**src/rtl/sram_pingpong_pkg.sv**
```systemverilog
// Shared constants and types for the ping-pong staging SRAM.
package sram_pingpong_pkg;
    localparam int NUM_BANKS = 2;
    localparam int BANK_BITS = 1;

    typedef logic [BANK_BITS-1:0] bank_idx_t;

    function automatic bank_idx_t other_bank(input bank_idx_t b);
        return ~b;
    endfunction
endpackage

```
**src/rtl/sram_pingpong_if.sv**
```systemverilog
// Producer/consumer bus of the ping-pong SRAM; master drives strobes, slave is the SRAM.
interface sram_pingpong_if #(
    parameter int DATA_WIDTH = 16,
    parameter int ADDR_WIDTH = 5
);
    logic                  wr_en_n;
    logic [ADDR_WIDTH-1:0] wr_addr;
    logic [DATA_WIDTH-1:0] wr_data;
    logic                  wr_done;
    logic                  wr_ready;
    logic                  rd_en_n;
    logic [ADDR_WIDTH-1:0] rd_addr;
    logic                  rd_done;
    logic                  rd_ready;
    logic [DATA_WIDTH-1:0] rd_data;
    logic                  rd_valid;
    logic [1:0]            bank_full;
    logic                  wr_err;
    logic                  rd_err;

    modport master (
        output wr_en_n, wr_addr, wr_data, wr_done, rd_en_n, rd_addr, rd_done,
        input  wr_ready, rd_ready, rd_data, rd_valid, bank_full, wr_err, rd_err
    );

    modport slave (
        input  wr_en_n, wr_addr, wr_data, wr_done, rd_en_n, rd_addr, rd_done,
        output wr_ready, rd_ready, rd_data, rd_valid, bank_full, wr_err, rd_err
    );
endinterface

```
**src/rtl/sram_bank.sv**
```systemverilog
// Single-port SRAM bank: active-low chip select / write enable, registered read port.
module sram_bank #(
    parameter int DATA_WIDTH = 16,
    parameter int ADDR_WIDTH = 5
) (
    input  logic                  clk,
    input  logic                  rst_n,
    input  logic                  i_cs_n,
    input  logic                  i_we_n,
    input  logic [ADDR_WIDTH-1:0] i_addr,
    input  logic [DATA_WIDTH-1:0] i_wdata,
    output logic [DATA_WIDTH-1:0] o_rdata
);
    logic [DATA_WIDTH-1:0] r_mem [2**ADDR_WIDTH];
    logic [DATA_WIDTH-1:0] r_rdata;

    always_ff @(posedge clk) begin
        if (!i_cs_n && !i_we_n)
            r_mem[i_addr] <= i_wdata;
    end

    // Only the output register is reset; it holds between reads.
    always_ff @(posedge clk or negedge rst_n) begin
        if (!rst_n)
            r_rdata <= '0;
        else if (!i_cs_n && i_we_n)
            r_rdata <= r_mem[i_addr];
    end

    assign o_rdata = r_rdata;
endmodule

```
**src/rtl/sram_pingpong.sv**
```systemverilog
// Two-bank ping-pong SRAM: producer fills one bank while the consumer drains the other.
module sram_pingpong
    import sram_pingpong_pkg::*;
#(
    parameter int DATA_WIDTH = 16,
    parameter int ADDR_WIDTH = 5
) (
    input  logic            clk,
    input  logic            rst_n,
    sram_pingpong_if.slave  bus
);
    bank_idx_t                             r_wsel;
    bank_idx_t                             r_rsel;
    bank_idx_t                             r_rd_bank;
    logic [NUM_BANKS-1:0]                  r_full;
    logic                                  r_rd_valid;
    logic                                  r_wr_err;
    logic                                  r_rd_err;

    logic                                  w_wr_ok;
    logic                                  w_rd_ok;
    logic                                  w_wr_go;
    logic                                  w_rd_go;
    logic [NUM_BANKS-1:0][DATA_WIDTH-1:0]  w_rdata;

    assign w_wr_ok = !r_full[r_wsel];
    assign w_rd_ok = r_full[r_rsel];
    assign w_wr_go = !bus.wr_en_n && w_wr_ok;
    assign w_rd_go = !bus.rd_en_n && w_rd_ok;

    // A FREE bank only takes writes and a FULL bank only serves reads,
    // so each single-port bank sees at most one access per cycle.
    for (genvar b = 0; b < NUM_BANKS; b++) begin : g_bank
        logic w_wr_hit;
        logic w_rd_hit;

        assign w_wr_hit = w_wr_go && (r_wsel == bank_idx_t'(b));
        assign w_rd_hit = w_rd_go && (r_rsel == bank_idx_t'(b));

        sram_bank #(
            .DATA_WIDTH (DATA_WIDTH),
            .ADDR_WIDTH (ADDR_WIDTH)
        ) u_bank (
            .clk     (clk),
            .rst_n   (rst_n),
            .i_cs_n  (!(w_wr_hit || w_rd_hit)),
            .i_we_n  (!w_wr_hit),
            .i_addr  (w_wr_hit ? bus.wr_addr : bus.rd_addr),
            .i_wdata (bus.wr_data),
            .o_rdata (w_rdata[b])
        );
    end

    always_ff @(posedge clk or negedge rst_n) begin
        if (!rst_n) begin
            r_wsel     <= '0;
            r_rsel     <= '0;
            r_rd_bank  <= '0;
            r_full     <= '0;
            r_rd_valid <= 1'b0;
            r_wr_err   <= 1'b0;
            r_rd_err   <= 1'b0;
        end else begin
            r_rd_valid <= w_rd_go;
            if (w_rd_go)
                r_rd_bank <= r_rsel;
            if (bus.wr_done && w_wr_ok) begin
                r_full[r_wsel] <= 1'b1;
                r_wsel         <= other_bank(r_wsel);
            end
            if (bus.rd_done && w_rd_ok) begin
                r_full[r_rsel] <= 1'b0;
                r_rsel         <= other_bank(r_rsel);
            end
            if ((!bus.wr_en_n || bus.wr_done) && !w_wr_ok)
                r_wr_err <= 1'b1;
            if ((!bus.rd_en_n || bus.rd_done) && !w_rd_ok)
                r_rd_err <= 1'b1;
        end
    end

    // Bank output registers hold between reads, so the mux keeps rd_data stable.
    assign bus.rd_data   = w_rdata[r_rd_bank];
    assign bus.rd_valid  = r_rd_valid;
    assign bus.wr_ready  = w_wr_ok;
    assign bus.rd_ready  = w_rd_ok;
    assign bus.bank_full = r_full;
    assign bus.wr_err    = r_wr_err;
    assign bus.rd_err    = r_rd_err;
endmodule

```
**src/flat_wrapper.sv**
```systemverilog
// flat-port wrapper written by rule: the top's interface ports become plain ports
module sram_pingpong_flat import sram_pingpong_pkg::*;
#(
    parameter int DATA_WIDTH = 16,
    parameter int ADDR_WIDTH = 5
)
  (clk, rst_n, bus_wr_en_n, bus_wr_addr, bus_wr_data, bus_wr_done, bus_rd_en_n, bus_rd_addr, bus_rd_done, bus_wr_ready, bus_rd_ready, bus_rd_data, bus_rd_valid, bus_bank_full, bus_wr_err, bus_rd_err);
  sram_pingpong_if #(.DATA_WIDTH(DATA_WIDTH), .ADDR_WIDTH(ADDR_WIDTH)) bus_i ();
  input  logic clk;
  input  logic rst_n;
  input wire logic [$bits(bus_i.wr_en_n)-1:0] bus_wr_en_n;
  input wire logic [$bits(bus_i.wr_addr)-1:0] bus_wr_addr;
  input wire logic [$bits(bus_i.wr_data)-1:0] bus_wr_data;
  input wire logic [$bits(bus_i.wr_done)-1:0] bus_wr_done;
  input wire logic [$bits(bus_i.rd_en_n)-1:0] bus_rd_en_n;
  input wire logic [$bits(bus_i.rd_addr)-1:0] bus_rd_addr;
  input wire logic [$bits(bus_i.rd_done)-1:0] bus_rd_done;
  output wire logic [$bits(bus_i.wr_ready)-1:0] bus_wr_ready;
  output wire logic [$bits(bus_i.rd_ready)-1:0] bus_rd_ready;
  output wire logic [$bits(bus_i.rd_data)-1:0] bus_rd_data;
  output wire logic [$bits(bus_i.rd_valid)-1:0] bus_rd_valid;
  output wire logic [$bits(bus_i.bank_full)-1:0] bus_bank_full;
  output wire logic [$bits(bus_i.wr_err)-1:0] bus_wr_err;
  output wire logic [$bits(bus_i.rd_err)-1:0] bus_rd_err;
  assign bus_i.wr_en_n = bus_wr_en_n;
  assign bus_i.wr_addr = bus_wr_addr;
  assign bus_i.wr_data = bus_wr_data;
  assign bus_i.wr_done = bus_wr_done;
  assign bus_i.rd_en_n = bus_rd_en_n;
  assign bus_i.rd_addr = bus_rd_addr;
  assign bus_i.rd_done = bus_rd_done;
  assign bus_wr_ready = bus_i.wr_ready;
  assign bus_rd_ready = bus_i.rd_ready;
  assign bus_rd_data = bus_i.rd_data;
  assign bus_rd_valid = bus_i.rd_valid;
  assign bus_bank_full = bus_i.bank_full;
  assign bus_wr_err = bus_i.wr_err;
  assign bus_rd_err = bus_i.rd_err;
  sram_pingpong #(.DATA_WIDTH(DATA_WIDTH), .ADDR_WIDTH(ADDR_WIDTH)) u_core (.clk(clk), .rst_n(rst_n), .bus(bus_i));
endmodule
```
**config.mk**
```make
export PLATFORM = sky130hd
export DESIGN_NAME = sram_pingpong_flat
export DESIGN_NICKNAME = d
export VERILOG_FILES = /design/src/rtl/sram_pingpong_pkg.sv /design/src/rtl/sram_pingpong_if.sv /design/src/rtl/sram_bank.sv /design/src/rtl/sram_pingpong.sv /design/src/flat_wrapper.sv
export SDC_FILE = /design/constraint.sdc
export NUM_CORES = 1
export LEC_CHECK = 0
export CAP_MARGIN = 30
export CORE_MARGIN = 1.5
export CORE_UTILIZATION = 60
export DETAILED_ROUTE_END_ITERATION = 10
export PLACE_DENSITY = 0.77
export SETUP_SLACK_MARGIN = 0.5
export SLEW_MARGIN = 20
export SYNTH_ARGS = -nofsm -noshare
export SYNTH_HDL_FRONTEND = slang
export SYNTH_SLANG_ARGS = --single-unit
```
**constraint.sdc**
```tcl
create_clock -name clk -period 6.5 [get_ports clk]
set_input_delay 0.975 -clock clk [delete_from_list [all_inputs] [get_ports clk]]
set_output_delay 0.975 -clock clk [all_outputs]
set_load 0.05 [all_outputs]
```
==> flow_summary.yaml <==
timing:
  min_period_over_period_pct: 69.7
  finalHoldViolations: 0
  rsz0062_at_grt: "false"
  fmax_mhz: 221
  fin_skew_ns: 0.0330
  tns_ns: 0
  period_minus_slack_ns: 4.53
  setup_viol: 0
  slew_headroom_pct: 27.9
  drv_slew: 0
  worst_pin_slew_ns: 1.08
yosys:
  ys_ff_latch: 1064
  yosys-top-cells-area: "edfxtp_1, mux4_2, mux2i_1"
  synth_area_um2: 47000
  synth_flop_cell: "edfxtp_1"
  muxShareOfSynthArea_pct: 17.3
  synth_edf_count: 1024
  syn_nets: 2875
  synthTopCellsByCount: "edfxtp_1, nand2_1, mux4_2"
  synth-compound-area-share_pct: 6.52
  synth_top_family_by_area: "multiplexers"
  syn_area_per_cell_um2: 16.5
  yosysWarnings: 0
  synth_top_area_share_pct: 65.4
  yosysTopAreaCell: "edfxtp_1"
  async_reset_ff_share_pct: 3.76
  synth.distinct_cells: 81
  synth_simple_gate_area_share_pct: 6.39
  ys_seq_area_share_pct: 67.5
  synthXorXnorAreaFrac_pct: 0
  synthCells: 2843
  yosysMostFrequentCell: "edfxtp_1"
  synthAdderAreaFrac_pct: 0
critical_path:
  crit_fanout: 29
  rr_endpoint: "u_core.g_bank[1].u_bank.o_rdata[15]"
  cp-start-kind: "primary input"
  crit_slowest_cell: "or3b_2"
  crit_buf_inv: 2
  rr_worst_depth: 7
  reg2reg_from: "u_core.r_wsel"
  crit_chain: "clkdlybuf4s50_1, or3b_2, a21oi_4, buf_4, mux2i_1, o32ai_1, nor4_1, a31oi_1"
  critPathArrivalTime_ns: 5.04
  worstPathRequired_ns: 7.01
  cp-end-kind: "flop"
  setup.worst_path.class: "primary input to flop"
  r2r_slack_ns: 2.26
  critical-path-max-stage-delay_ns: 0.91
  cpLargestDelayFamily: "simple AND/OR/NAND/NOR gates"
clock_network:
  numCtsBuffers: 105
  cts_setup_buffers: 0
  clk_path_buf_depth: 3
  clk_latency_ns: 0.70
  cts_tree: "done"
  cts.repair.resized: 0
  htreeDepth: 3
  cts.clk_slew.worst_paths_ns: 0.06
  root_buffer: "clkbuf_16"
  cts.sinks: 1064
  cts-hold-fix-buffers: 0
drt:
  vias: 29200
  wl_per_cell_um: 33.1
  dr.pass1.iters: 6
  drc: 0
  viasPerCell: 7.18
  ant_nets: 0
  route.final.wire_length_um: 135000
  drt_iter0_drc: 4757
grt:
  grt_pass1_vias: 28700
  gr-total-overflow: 0
  grt_max_degree: 121
  grt_usage_pct: 33.4
  antenna_found_initial: 6
  grt_pass1_wl_um: 195000
final_layout:
  drive_above_1_share_pct: 21.7
  fillers: 4994
  final_cell_area_um2: 52500
  nets: 2971
  finalNonFillerCells: 4072
  areaGrowthSynthToFinish_pct: 11.6
  finish.utilization_pct: 67.8
placement:
  place_congestion: 0.931
  place_inst: 3868
  port-buffer-count: 54
  hpwl_um: 81800
  dpl_cell_area_um2: 48900
power_and_ir_drop:
  power_density_nw_per_um2: 332
  power_w: 0.0174
  total_leakage_power_nw: 17.3
  peakVddDrop_mv: 0.295
run_status:
  status: "finished clean"
floorplanning:
  rows: 102
  die_y_um: 283
  io_pins: 55
  core-area_um2: 77500
  dieArea_um2: 80100
  die_w_um: 283
  initial_core_util_pct: 60.7
min_path:
  hold_class: "primary input to asynchronous set/reset pin"
job:
  max_cap_viol_count: 0
-- cells in the final DEF, fill, tap and decap left out, drive strengths merged, types with 61 or more instances in the layout --
| cell | Yosys | routed |
|---|---|---|
| edfxtp | 1024 | 1024 |
| nand2 | 289 | 289 |
| mux4 | 262 | 262 |
| nor2 | 170 | 170 |
| mux2i | 162 | 162 |
| buf | 113 | 159 |
| clkbuf | 91 | 136 |
| a21oi | 84 | 84 |
| a31oi | 68 | 68 |
| nand3 | 61 | 61 |
-- stage by stage --
step                      hold slack (ns)  setup slack [ns]
final                               0.477              1.97
after global routing                0.500              2.05
after CTS                           0.442              2.14
after detailed placement            0.460              1.45
after global placement              0.441             0.926
after floorplan                     0.464              2.56
-- cells by family after synthesis --
| family | count (synthesis) |
|---|---|
| AOI/OAI and AO/OA | 432 |
| buffers and inverters | 207 |
| and+or+nand+nor | 667 |
| muxes | 473 |
| DFF | 1064 |
-- power breakdown --
part	switching, W	leakage [nW]	internal (W)
sequential	0.000301	9.67	0.00770
combinational	0.00210	5.91	0.00106
clock	0.00264	1.72	0.00364
-- routing by layer --
metal / vias to the layer above / track usage, % / part of all wire [%]
met4: 4 / 19.3 / 6.9
met3: 421 / 7.01 / 12
met2: 2228 / 52.4 / 47
met5: - / 0 / 0.017
met1: 14800 / 43.8 / 34
li1: 11700 / - / -
-- final cells by class --
cell class	instances	area, µm²	area share [%]
well taps	1040	1300	2.48
multi-input cells	1572	14300	27.2
inverters	3	11.3	0.0215
repair buffers	193	1590	3.03
clock buffers	135	2870	5.47
flip-flops and latches	1064	31800	60.5
diodes	2	5.00	0.00954
clock inverters	63	697	1.33
-- flip-flops by register name, summed over array words and instances (netlist names) --
name and flops:
u_core.g_bank.u_bank.r_mem 1024, u_core.g_bank.u_bank.o_rdata 32, u_core.bus.wr_err 1, u_core.r_rsel 1
u_core.bus.rd_valid 1, u_core.bus.bank_full 2, u_core.bus.rd_err 1, u_core.r_wsel 1
u_core.r_rd_bank 1
-- worst reg2reg max path, stage by stage (launching register included) --
cell	delay (ns)
dfrtp_1	0.83
nor3b_4	0.33
buf_4	0.71
mux2i_4	0.54
buf_4	0.44
o32ai_1	0.21
nor4_1	0.82
a31oi_1	0.19
-- worst max path at each step --
stage,from,endpoint,slack [ns],depth (start not counted)
detailed placement,bus_wr_en_n,u_core.g_bank[1].u_bank.o_rdata[9],1.45,7
global route,bus_wr_en_n,u_core.g_bank[1].u_bank.o_rdata[15],2.05,8
floorplan,bus_wr_addr[1],u_core.g_bank[1].u_bank.r_mem[22][0],2.56,7
finish,bus_wr_en_n,u_core.g_bank[1].u_bank.o_rdata[15],1.97,8
global placement,bus_wr_en_n,u_core.g_bank[1].u_bank.o_rdata[5],0.93,6
CTS,bus_wr_en_n,u_core.g_bank[1].u_bank.o_rdata[5],2.14,7
No activity file was read; power rests on OpenSTA's default activity.
